**config.mk**
```make
export PLATFORM = sky130hd
export DESIGN_NAME = req_encoder8to3
export DESIGN_NICKNAME = d
export VERILOG_FILES = /design/src/rtl/req_encoder8to3_pkg.sv /design/src/rtl/req_encoder8to3_rr_pick8.sv /design/src/rtl/req_encoder8to3.sv
export SDC_FILE = /design/constraint.sdc
export NUM_CORES = 1
export LEC_CHECK = 0
export CAP_MARGIN = 20
export CORE_AREA = 4 4 64 72
export CTS_CLUSTER_DIAMETER = 150
export DETAILED_ROUTE_END_ITERATION = 8
export DIE_AREA = 0 0 68 76
export DONT_BUFFER_PORTS = 1
export MAX_ROUTING_LAYER = met4
export SLEW_MARGIN = 15
export SYNTH_ARGS = -nofsm -noshare
export SYNTH_HDL_FRONTEND = slang
export SYNTH_HIERARCHICAL = 1
export SYNTH_SLANG_ARGS = --single-unit
```
**constraint.sdc**
```tcl
create_clock -name Clk -period 3.4 [get_ports Clk]
set_clock_uncertainty 0.05 [all_clocks]
set_input_delay 0.68 -clock Clk [delete_from_list [all_inputs] [get_ports Clk]]
set_output_delay 0.68 -clock Clk [all_outputs]
set_load 0.02 [all_outputs]
```
**src/rtl/req_encoder8to3_pkg.sv**
```systemverilog
// Shared types and constants for the 8-to-3 request encoder and its priority picker.
package req_encoder8to3_pkg;

   localparam int REQ_W  = 8;
   localparam int CODE_W = 3;

   typedef enum logic {
      IDLE    = 1'b0,
      PRESENT = 1'b1
   } state_t;

   function automatic logic [REQ_W-1:0] code2onehot(input logic [CODE_W-1:0] code);
      return REQ_W'(1) << code;
   endfunction

endpackage

```
**src/rtl/req_encoder8to3_rr_pick8.sv**
```systemverilog
// Combinational priority pick over eight pending bits: fixed (lowest index) or
// round-robin starting at the pointer and wrapping 7 -> 0.
module rr_pick8
   import req_encoder8to3_pkg::*;
(
   input  logic [REQ_W-1:0]  pending_i,
   input  logic [CODE_W-1:0] ptr_i,
   input  logic              rr_en_i,
   output logic              found_o,
   output logic [CODE_W-1:0] idx_o
);

   logic [CODE_W-1:0] base;
   logic [CODE_W-1:0] cand;

   // NOTE: every signal written here gets a default first, so no path leaves
   // it unassigned and no latch is inferred.
   always_comb begin
      found_o = 1'b0;
      idx_o   = '0;
      cand    = '0;
      base    = rr_en_i ? ptr_i : '0;
      // Walk from the farthest candidate back to the base; the last hit is the
      // closest one to the base, and the 3-bit add wraps 7 -> 0 for free.
      for (int k = REQ_W - 1; k >= 0; k--) begin
         cand = base + CODE_W'(k);
         if (pending_i[cand]) begin
            found_o = 1'b1;
            idx_o   = cand;
         end
      end
   end

endmodule

```
**src/rtl/req_encoder8to3.sv**
```systemverilog
// Registered 8-to-3 request encoder: accumulates request lines into a pending
// register and presents one index at a time under a valid/ack handshake.
module req_encoder8to3
   import req_encoder8to3_pkg::*;
#(
   parameter bit RR_EN = 1'b1
)(
   input  logic              Clk,
   input  logic              Rst_n,
   input  logic [REQ_W-1:0]  Req_in,
   input  logic              Ack_in,
   output logic [CODE_W-1:0] Code_out,
   output logic              Valid_out,
   output logic [REQ_W-1:0]  Pending_out,
   output logic              Overflow_out
);

   state_t            state_q, state_d;
   logic [REQ_W-1:0]  pending_q, pending_d;
   logic [CODE_W-1:0] code_q, code_d;
   logic [CODE_W-1:0] ptr_q, ptr_d;
   logic              overflow_q, overflow_d;

   logic              ack_eff;
   logic [REQ_W-1:0]  clr;
   logic              pick_found;
   logic [CODE_W-1:0] pick_idx;

   // Selection sees only the registered pending value, never same-cycle requests.
   rr_pick8 u_pick (
      .pending_i (pending_q),
      .ptr_i     (ptr_q),
      .rr_en_i   (RR_EN),
      .found_o   (pick_found),
      .idx_o     (pick_idx)
   );

   assign ack_eff = (state_q == PRESENT) && Ack_in;

   always_comb begin
      clr        = ack_eff ? code2onehot(code_q) : '0;
      // Set wins over clear: a fresh request on the acked bit is a new event.
      pending_d  = (pending_q & ~clr) | Req_in;
      overflow_d = |(Req_in & pending_q & ~clr);
   end

   always_comb begin
      state_d = state_q;
      code_d  = code_q;
      ptr_d   = ptr_q;
      unique case (state_q)
         IDLE: begin
            if (pick_found) begin
               code_d  = pick_idx;
               state_d = PRESENT;
            end
         end
         PRESENT: begin
            if (Ack_in) begin
               ptr_d   = code_q + CODE_W'(1);
               state_d = IDLE;
            end
         end
         default: state_d = IDLE;
      endcase
   end

   // NOTE: state registers use non-blocking assignments so every flop samples
   // the pre-edge values regardless of process ordering.
   always_ff @(posedge Clk or negedge Rst_n) begin
      if (!Rst_n) begin
         state_q    <= IDLE;
         pending_q  <= '0;
         code_q     <= '0;
         ptr_q      <= '0;
         overflow_q <= 1'b0;
      end else begin
         state_q    <= state_d;
         pending_q  <= pending_d;
         code_q     <= code_d;
         ptr_q      <= ptr_d;
         overflow_q <= overflow_d;
      end
   end

   assign Code_out     = code_q;
   assign Valid_out    = (state_q == PRESENT);
   assign Pending_out  = pending_q;
   assign Overflow_out = overflow_q;

endmodule

```
== Word level (Yosys, flattened, before mapping) ==
Cells that the tools add are included.
Cells by class
  $add $sub $neg: 8
  order comparisons: 8
  shift operators: 1
  mux-type cells: 36
  bitwise logic cells: 6
  reductions and logical operators: 4
Operator list (count)
  $lt A3 B4 Y1 const B: 8
  $and A8 B8 Y8: 3
  $bmux W1 S3: 8
  $mux W3: 8
  $mux W1: 18
  $add A3 B3 Y3 const B: 4
  $mux W8: 1
  $not A8 Y8: 1
  $or A8 B8 Y8: 1
  $reduce_or A8 Y1: 1
  $shl A1 B3 Y8 const A: 1
  $add A3 B1 Y3 const B: 2
  $add A3 B2 Y3 const B: 2
  $reduce_and A2 Y1: 2
  $pmux W1 S2: 1
  $logic_and A1 B1 Y1: 1
  $not A1 Y1: 1
Word-level totals
  bits in registers: 16
  bits of input ports: 11

== Longest topological paths before layout ==
  depth after elaboration: 13
  mapped depth: 13

== Cells and area by module ==
The synthesis kept the hierarchy.
By module, submodules not included
  rr_pick8: times used 1, cells each 137, area an instance 1096.1 sq um, sequential area each 0.0 sq um
  req_encoder8to3: times used 1, cells each 68, area an instance 769.5 sq um, sequential area each 400.4 sq um

== Least setup slack after synthesis ==
OpenSTA, ideal clock, no wires.
  path type: flip-flop to flip-flop
  start: register ptr_q[1]
  end: register code_q[0], in the netlist Code_out[0]
  setup time: 0.083 ns
  data arrival time: 2.611 ns
  data required time: 3.267 ns
  path slack: 0.657 ns
  stages on the path, launching flop included: 12
  buffers on the path: 1
  path through: dfrtp_1 > and2_1 > buf_2 > inv_2 > ha_1 > inv_1 > mux4_2 > or3b_2 > o21ai_0 > a211o_1 > nand2_1 > o21ai_0
RTL lines
  start: declaration: RTL line req_encoder8to3.sv:21  | logic [CODE_W-1:0] ptr_q, ptr_d;
  start signal: assignment: RTL line req_encoder8to3.sv:81  | ptr_q <= ptr_d;
  $add A3 B3 Y3: RTL line req_encoder8to3_rr_pick8.sv:26  | cand = base + CODE_W'(k);
  $bmux W1 S3: RTL line req_encoder8to3_rr_pick8.sv:27  | if (pending_i[cand]) begin
  $mux W1 (not written as such): RTL line req_encoder8to3_rr_pick8.sv:27
  $mux W3 (7 in a row): RTL line req_encoder8to3_rr_pick8.sv:27
  $mux W3 *: RTL line req_encoder8to3_rr_pick8.sv:27
  net pick_idx[0]: RTL line req_encoder8to3.sv:27  | logic [CODE_W-1:0] pick_idx;
  end signal: assignment: RTL line req_encoder8to3.sv:80  | code_q <= code_d;
  end: declaration: RTL line req_encoder8to3.sv:20  | logic [CODE_W-1:0] code_q, code_d;
Mark *: on every way through the listed nets, which the timed path passes. The rest lies on a longest branch. The select of a mux whose other input is x is not followed.
A chain may end at the register's enable or synchronous reset.

== Worst setup path in the final report ==
Same ends and word-level chain as after synthesis.

==> impl_metrics.yaml <==
run_status:
  outcome: "finished, final reports clean"
cts:
  cts-buffers-inserted: 3
  cts.repair.resized: 0
  clock-root-buffer: "clkbuf_8"
  clk_pin_slew_ns: 0.07
  clock_path_buffers: 2
  h-tree-depth: 1
  cts_setup_buffers: 0
  cts_tree: "done"
  cts.sinks: 16
  hold_buffers: 0
  clk_latency_ns: 0.25
global_route:
  first_global_vias: 1654
  grt_pass1_wl_um: 8460
  grt_max_degree: 17
  overflow: 0
  grt_usage: 0.220
  antenna_found_initial: 0
die:
  start_util: 0.478
  die_h_um: 76
  fp.dieW_um: 68
  dieArea_sq_um: 5170
  num_rows: 24
  core_region_area_sq_um: 3900
  ios: 24
setup_path:
  cp_cell_sequence: "and2_1, inv_2, ha_1, inv_1, mux4_2, or3b_2, o21ai_0, a211o_1, nand2_1, o21ai_0"
  cp.required_ns: 3.52
  arrival_ns: 2.99
  r2r-end: "Code_out[0]"
  ff2ff_setup_slack_ns: 0.54
  cp_max_fo: 9
  crit_family: "simple AND/OR/NAND/NOR gates"
  cp-end-kind: "flop"
  cp_common_cell: "o21ai_0"
  max_stage_delay_ns: 0.59
  crit_path_top_delay_cell: "mux4_2"
  reg2reg_depth: 10
  rr_startpoint: "ptr_q[1]"
  cp_num_buf_inv: 2
  start_kind: "flop"
  crit_type: "flop to flop"
cells_and_area:
  final_core_util: 0.501
  final_nets: 227
  final_cells: 260
  syn_to_final_growth_pct: 4.83
  fill_cells: 388
  antenna_cells: 0
  drive_gt1_frac: 0.135
timing:
  hold_viol: 0
  tightestPinTransition_ns: 0.527
  setup_viol_count_final: 0
  setup_tns_ns: 0
  clock.fmax_mhz: 349
  fin_crit_sh: 0.842
  fin_ws_ns: 0.539
  hold_ws_ns: 0.0656
  rsz0062_at_grt: "false"
  drv_slew: 0
  relSlewSlack: 0.649
  finalCriticalPeriod_ns: 2.86
yosys:
  synth-seq-area-share: 0.215
  synth-edff-count: 0
  async_flop_share: 1.00
  yosys.area.top_type: "dfrtp_1"
  yosysMostFrequentCell: "nand2_1"
  ys.flop_type: "dfrtp_1"
  ys_ff_latch: 16
  avgSynthCellArea_sq_um: 9.10
  synthTopCellsByArea: "dfrtp_1 21%, mux4_2 9.7%, mux2i_1 8.0%"
  yosysWarnings: 6
  synth_commonest_cells: "21 x nand2_1, 16 x dfrtp_1, 15 x mux2i_1"
  synth_area_sq_um: 1870
  yosysUniqueCellTypes: 55
  synthCells: 205
  synth_top_area_share: 0.215
route:
  drt-initial-drc-count: 195
  num_vias: 1711
  wl_um: 5240
  wl_per_cell_um: 20.2
  post-route-drc-count: 0
  detail-route-antenna-nets: 0
  viasPerCell: 6.58
  firstDrtPassIters: 4
hold_path:
  hp-class: "input pin to async pin"
place:
  dp_slack_ns: 0.611
  io_buffers: 0
  place.gp.congestion: 0.934
  dp.cells: 256
  dp.final_hpwl_um: 4120
power:
  p_leak_nw: 0.789
  ir_worst_vdd_uv: 388
  powerDensity_nw_per_um2: 743
job:
  maxCapViolCount: 0
## flip-flops by register name (all words and copies together) (netlist names)
name	cells
ptr_q	3
Overflow_out	1
Valid_out	1
Code_out	3
Pending_out	8
## routing by layer
layer  global-route usage  routed length, um  vias to the layer above  part of all wire
li1                     -                  -                      790                 -
met1                0.266               2120                      810              0.41
met2                0.343               2550                       92              0.49
met3               0.0398                328                       19             0.063
met4                0.111                244                        0             0.047
met5                    -                  0                        -                 0
## kinds of logic after synthesis
| family | share of synthesized area |
|---|---|
| multiplexers | 0.207 |
| buffers and inverters | 0.0738 |
| other | 0.00201 |
| AND/OR/NAND/NOR | 0.177 |
| flip-flops | 0.215 |
| XOR/XNOR | 0.0181 |
| AO/OA/AOI/OAI | 0.260 |
| adder cells (fa/ha/maj) | 0.0469 |
## power by group
group | leakage (nW) | total [mW] | internal, mW | switching, mW
sequential | 0.168 | 0.356 | 0.235 | 0.121
clock | 0.0288 | 0.170 | 0.103 | 0.0676
combinational | 0.591 | 0.926 | 0.396 | 0.531
total | 0.789 | 1.45 | 0.733 | 0.720
## per-stage QoR
stage	power, mW	cell area [sq um]
global route	1.55	1960
detailed placement	1.26	1900
finish	1.45	1960
floorplan	1.09	1890
CTS	1.43	1960
global placement	1.26	1900
## worst register-to-register path: stages, from the launching register on
cell     delay (ns)
dfrtp_1        0.43
and2_1         0.20
inv_2          0.17
ha_1           0.34
inv_1          0.23
mux4_2         0.59
or3b_2         0.45
o21ai_0        0.09
a211o_1        0.12
nand2_1        0.04
o21ai_0        0.07
## placed cells by master (no fill, tap or decap), drive strengths merged, types with 4 or more instances in the layout
| cell type | netlist | final |
|---|---|---|
| nand2 | 21 | 21 |
| mux2i | 17 | 17 |
| dfrtp | 16 | 16 |
| inv | 14 | 14 |
| o21ai | 13 | 13 |
| and2 | 10 | 10 |
| a21o | 10 | 10 |
| a21oi | 8 | 8 |
| mux4 | 8 | 8 |
| nand3 | 7 | 7 |
| ha | 7 | 7 |
| conb | 1 | 7 |
| nand4 | 5 | 5 |
| a32oi | 4 | 4 |
| clkbuf | 2 | 4 |
| buf | 9 | 4 |
| o22ai | 4 | 4 |
| a21boi | 4 | 4 |
## how the worst max path moves through the flow
stage              from          end  slack (ns)  cells past startpoint
2_1_floorplan  ptr_q[1]  Code_out[0]        0.66                     11
3_3_place_gp   ptr_q[1]  Code_out[0]        0.66                     10
3_5_place_dp   ptr_q[1]  Code_out[0]        0.61                     10
4_1_cts        ptr_q[1]  Code_out[0]        0.58                     10
5_1_grt        ptr_q[1]  Code_out[0]        0.42                     10
6_report       ptr_q[1]  Code_out[0]        0.54                     10
## layout make-up
class / instances / area [sq um] / share of cell area
multi-input cells: 170 / 1350 / 0.690
clock buffers: 4 / 55.1 / 0.0282
inverters: 14 / 55.1 / 0.0282
well taps: 52 / 65.1 / 0.0333
repair buffers: 4 / 30.0 / 0.0154
flip-flops and latches: 16 / 400 / 0.205
No activity file was read; power rests on OpenSTA's default activity.
